[src/rtl/cpu_branch_predictor.sv]
// cpu_branch_predictor
//
// Fetch-stage branch target buffer. Each entry holds a direction counter.
// Lookup is purely combinational from the registered table. Execute trains
// the table through the update port, and the new contents become visible
// on the following edge. There is no bypass from upd_* to the lookup outputs.
//
// Configuration macro: CPU_BP_HYSTERESIS_EN
//   defined   - each entry has a 2-bit saturating direction counter
//   undefined - each entry keeps 1 bit, the last resolved outcome
//
// Ports
//   clk, rst        clock; synchronous active-high reset (clears valid bits)
//   flush           invalidate every entry on the next edge; drops the update
//   lookup_pc       fetch PC to look up
//   pred_taken      predicted redirect for lookup_pc
//   target_hit      valid entry whose tag matches lookup_pc
//   target_addr     stored target on a hit, else 0
//   upd_valid       resolved control-flow instruction this cycle
//   upd_pc          PC of the resolved instruction
//   upd_is_jump     JAL/JALR; takes priority over upd_is_branch
//   upd_is_branch   conditional branch
//   upd_taken       resolved branch direction; ignored for jumps
//   upd_target      resolved target address

module cpu_branch_predictor #(
    parameter int unsigned XLEN    = 32,
    parameter int unsigned ENTRIES = 16
) (
    input  logic            clk,
    input  logic            rst,
    input  logic            flush,
    input  logic [XLEN-1:0] lookup_pc,
    output logic            pred_taken,
    output logic            target_hit,
    output logic [XLEN-1:0] target_addr,
    input  logic            upd_valid,
    input  logic [XLEN-1:0] upd_pc,
    input  logic            upd_is_jump,
    input  logic            upd_is_branch,
    input  logic            upd_taken,
    input  logic [XLEN-1:0] upd_target
);

    localparam int unsigned IDX  = $clog2(ENTRIES);
    localparam int unsigned TagW = XLEN - IDX - 2;

`ifdef CPU_BP_HYSTERESIS_EN
    localparam int unsigned  CtrW     = 2;
    localparam logic [1:0]   CtrMax   = 2'b11;
    localparam logic [1:0]   CtrAlloc = 2'b10;
`else
    localparam int unsigned  CtrW     = 1;
    localparam logic [0:0]   CtrMax   = 1'b1;
    localparam logic [0:0]   CtrAlloc = 1'b1;
`endif

    // Table storage. Only the valid bits are reset.
    logic [ENTRIES-1:0] valid_q;
    logic [TagW-1:0]    tag_q     [ENTRIES];
    logic [XLEN-1:0]    target_q  [ENTRIES];
    logic               is_jump_q [ENTRIES];
    logic [CtrW-1:0]    ctr_q     [ENTRIES];

    // PC bits [1:0] carry no information for the index or the tag.
    logic unused_pc_lsbs;
    assign unused_pc_lsbs = ^{lookup_pc[1:0], upd_pc[1:0]};

    // ------------------------------------------------------------------
    // Lookup
    // ------------------------------------------------------------------
    logic [IDX-1:0]  lk_idx;
    logic [TagW-1:0] lk_tag;

    always_comb begin
        lk_idx      = lookup_pc[IDX+1:2];
        lk_tag      = lookup_pc[XLEN-1:IDX+2];
        target_hit  = valid_q[lk_idx] && (tag_q[lk_idx] == lk_tag);
        pred_taken  = target_hit && (is_jump_q[lk_idx] || ctr_q[lk_idx][CtrW-1]);
        target_addr = target_hit ? target_q[lk_idx] : '0;
    end

    // ------------------------------------------------------------------
    // Update decode
    // ------------------------------------------------------------------
    logic [IDX-1:0]  upd_idx;
    logic [TagW-1:0] upd_tag;
    logic            upd_hit;
    logic            upd_ctrl;
    logic            wr_en;
    logic            alloc;
    logic [CtrW-1:0] ctr_cur;
    logic [CtrW-1:0] ctr_d;

    always_comb begin
        upd_idx  = upd_pc[IDX+1:2];
        upd_tag  = upd_pc[XLEN-1:IDX+2];
        upd_hit  = valid_q[upd_idx] && (tag_q[upd_idx] == upd_tag);
        upd_ctrl = upd_valid && (upd_is_jump || upd_is_branch);
        // A miss allocates for jumps and taken branches only.
        alloc    = !upd_hit && (upd_is_jump || upd_taken);
        // Reset and flush both drop any update in the same cycle.
        wr_en    = upd_ctrl && !flush && !rst && (upd_hit || alloc);
        ctr_cur  = ctr_q[upd_idx];
        ctr_d    = ctr_cur;

        if (upd_is_jump) begin
            ctr_d = CtrMax;
        end else if (!upd_hit) begin
            ctr_d = CtrAlloc;
        end else begin
`ifdef CPU_BP_HYSTERESIS_EN
            if (upd_taken) begin
                ctr_d = (ctr_cur == 2'b11) ? ctr_cur : ctr_cur + 2'd1;
            end else begin
                ctr_d = (ctr_cur == 2'b00) ? ctr_cur : ctr_cur - 2'd1;
            end
`else
            ctr_d = upd_taken;
`endif
        end
    end

    // ------------------------------------------------------------------
    // State
    // ------------------------------------------------------------------
    always_ff @(posedge clk) begin
        if (rst || flush) begin
            valid_q <= '0;
        end else if (wr_en) begin
            valid_q[upd_idx] <= 1'b1;
        end
    end

    always_ff @(posedge clk) begin
        if (wr_en) begin
            target_q[upd_idx] <= upd_target;
            ctr_q[upd_idx]    <= ctr_d;
            // A hit keeps the entry's tag and type; only allocation replaces them.
            if (!upd_hit) begin
                tag_q[upd_idx]     <= upd_tag;
                is_jump_q[upd_idx] <= upd_is_jump;
            end
        end
    end

endmodule

[config.mk]
export PLATFORM = sky130hd
export DESIGN_NAME = cpu_branch_predictor
export DESIGN_NICKNAME = d
export VERILOG_FILES = /design/src/rtl/cpu_branch_predictor.sv
export SDC_FILE = /design/constraint.sdc
export NUM_CORES = 1
export LEC_CHECK = 0
export BUFFER_PORTS_ARGS = -buffer_cell sky130_fd_sc_hd__buf_2
export CAP_MARGIN = 20
export CORE_ASPECT_RATIO = 0.6
export CORE_MARGIN = 3
export CORE_UTILIZATION = 32
export DETAILED_ROUTE_END_ITERATION = 8
export GPL_ROUTABILITY_DRIVEN = 1
export GPL_TIMING_DRIVEN = 0
export HOLD_SLACK_MARGIN = 0.06
export PLACE_DENSITY = 0.54
export SYNTH_ARGS = -nofsm -noshare
export SYNTH_HDL_FRONTEND = slang
export SYNTH_SLANG_ARGS = --single-unit
[constraint.sdc]
create_clock -name clk -period 14.5 [get_ports clk]
set_input_delay 1.45 -clock clk [delete_from_list [all_inputs] [get_ports clk]]
set_output_delay 1.45 -clock clk [all_outputs]
set_load 0.02 [all_outputs]
==> metrics.cfg <==
[placement]
gp_congestion=0.924
post-place-ws_ps=6510
place_area_mm2=0.0461
port_buffers=125
dp.cells=3917
dp_hpwl_mm=94.3

[finish]
syn2layout_area_growth_pct=18.2
drive_above_1_share_pct=36.2
post-route-util_pct=38.5
layout_commonest_cell=edfxtp_1
fillers=11406
design_area_mm2=0.0493
instances_no_fill=4104
layout_common_cells=edfxtp_1 (960), mux4_2 (355), buf_2 (163), clkbuf_16 (98), clkbuf_1 (81)
fin_nets=2424

[clock_tree]
cts_sinks=976
ctsHoldBuffers=0
cts_root_buffer=clkbuf_16
cts_buffers=97
htree_levels=3
postCtsSetupRepairBufs=0
cts-resized-gates=0
clk_pin_slew_ps=60
max-clock-path-buffers=3
insertion_delay_ps=700
cts_tree=built

[power]
leakage_nw=15.9
seqPwrFrac_pct=51.4
clkPwrFrac_pct=41.2
irDropWorstVdd_mv=0.0859
power.density_mw_per_mm2=123
p_sw_w=0.00137
swShare_pct=22.6
combPwrFrac_pct=7.4
power.internal_w=0.00469

[setup_path]
worstPathMaxFanout=10
end_kind=primary output
critPathTopFamily=buffers and inverters
cpMaxStageDelayCell=clkbuf_1
slowest_delay_ps=840
critPathLaunchType=input port
required_ps=13050
arrival_ps=6640
ff2ff_setup_slack_ps=9130
cp_num_buf_inv=6
crit_type=input port to primary output
crit_chain=clkbuf_1 > clkbuf_1 > mux4_2 > mux4_2 > xnor2_1 > nand4_1 > nor4_2 > buf_4 > buf_4 > clkbuf_1 > nand2_1 > nor2_1 > buf_2
crit_path_frequent_cell=clkbuf_1

[run_status]
status=complete, no violations

[sta]
tightest_slew_ps=1230
grt_setup_unrepaired=no
period_share_pct=55.8
finalHoldViolCount=0
tns_ps=0
max_slew_margin_pct=18.2
setup_viol=0
max_freq_mhz=124
post-route-min-period_ps=8090
worst_slack_ps=6410
drv_slew=0
skew_ps=40.5

[die]
chipHeight_um=286
rows=101
core_area_mm2=0.128
io_pins=137
die_w_um=472
start_util_pct=32.6
die_area_mm2=0.135

[global_routing]
grt.total_usage_pct=20.0
gr-total-overflow=0
antenna_found_initial=19
grt_pass1_vias=23503
grt_max_degree=23
grt_pass1_wl_mm=188

[synthesis]
syn_area_mm2=0.0417
netlist_instances=1971
syn_area_per_cell_um2=21.2
syn_nets=2074
synthArstFlopShare_pct=0
ys_types=70
yosysWarnings=0
ys_seq_area_share_pct=69.8
synth.ff_latch_count=976
synth-edff-count=960
synth_flop_cell=edfxtp_1
yosysTopAreaCellShare_pct=69.1
synth_top_cell_by_area=edfxtp_1
synth_area_leaders=edfxtp_1 (69%), mux4_2 (19%), mux2i_1 (1.8%)

[min_path]
hp-class=flop to flop

[routing]
final_antenna_net_count=0
dr.pass1.iters=6
wl_per_cell_um=33.2
drt_first_iter_violations=3592
finalWirelength_mm=136
via_per_inst=5.69
num_vias=23339
drc=0

[flow_run]
maxCapViolations=0

[logic make-up (layout without fill, tap and decap cells)]
group | Yosys count | after routing | share of synthesized area (%)
simple gates | 205 | 205 | 2.57
buf+inv | 144 | 572 | 1.71
mux | 468 | 468 | 22.6
xor+xnor | 45 | 45 | 0.980
other cells | 0 | 6 | 0
compound gates | 133 | 133 | 2.33
flops | 976 | 976 | 69.8
[sequential cells by signal, summed over array words and instances (netlist names)]
name and flops:
ctr_q 16, is_jump_q 16, tag_q 416, target_q 512
valid_q 16
[Yosys cell counts, drive strengths merged (3+ instances only)]
| library cell | count |
|---|---|
| mux4 | 372 |
| xnor2 | 42 |
| buf | 63 |
| a2bb2oi | 5 |
| dfxtp | 16 |
| a31oi | 5 |
| nand2b | 3 |
| xor2 | 3 |
| nor2b | 6 |
| nand4 | 12 |
| mux2i | 77 |
| a2111oi | 3 |
| and2 | 3 |
| mux2 | 19 |
| a221oi | 6 |
| a22o | 4 |
| o41ai | 7 |
| o22a | 3 |
| and3b | 3 |
| clkbuf | 65 |
| edfxtp | 960 |
| o21ai | 7 |
| a22oi | 19 |
| and3 | 38 |
| o31ai | 11 |
| nand2 | 41 |
| or3 | 5 |
| inv | 16 |
| nor4 | 11 |
| nor2 | 39 |
| nand3 | 12 |
| a211oi | 11 |
| a21oi | 25 |
| o22ai | 10 |
| nor3 | 22 |
[layout make-up]
type,count,area [µm²],share of cell area [%]
flip-flops and latches,976,29100,59.1
clock buffers,115,2520,5.10
clock inverters,62,616,1.25
repair buffers,251,2090,4.23
diodes,6,15.0,0.0304
well taps,1699,2130,4.31
plain buffers,128,661,1.34
multi-input cells,851,12100,24.5
inverters,16,60.1,0.122
[power by group through the flow]
stage | Clock (W) | Combinational [W] | Sequential, W
after CTS | 0.00254 | 0.000438 | 0.00311
after detailed placement | 0 | 0.000436 | 0.00317
final | 0.00249 | 0.000446 | 0.00311
after global routing | 0.00267 | 0.000466 | 0.00311
after floorplan | 0 | 0.000239 | 0.00317
after global placement | 0 | 0.000420 | 0.00317
[stage by stage]
| stage | hold WS, ps | total power [W] |
|---|---|---|
| 2_1_floorplan | 431 | 0.00341 |
| 3_3_place_gp | 452 | 0.00359 |
| 3_5_place_dp | 466 | 0.00361 |
| 4_1_cts | 478 | 0.00609 |
| 5_1_grt | 490 | 0.00624 |
| 6_report | 481 | 0.00605 |
[worst min-delay path: stages (launching register included)]
cell     delay [ps]
dfxtp_1         320
nand2_1          50
o41ai_1          50
[final timing paths]
kind,from,end,depth (start not counted)
max,lookup_pc[3],pred_taken,13
min,valid_q[0]$_SDFFE_PP0N_,valid_q[0]$_SDFFE_PP0N_,2
max reg2reg,tag_q[3][2]$_DFFE_PP_,target_q[12][7]$_DFFE_PP_,12
min reg2reg,valid_q[0]$_SDFFE_PP0N_,valid_q[0]$_SDFFE_PP0N_,2
[routing by layer]
metal | GRT usage, % | part of all wire [%]
met1 | 29.2 | 43
met4 | 4.09 | 2.0
met5 | 0 | 0.063
met2 | 29.1 | 43
met3 | 6.45 | 11
Power figures use the tool's default switching activity.
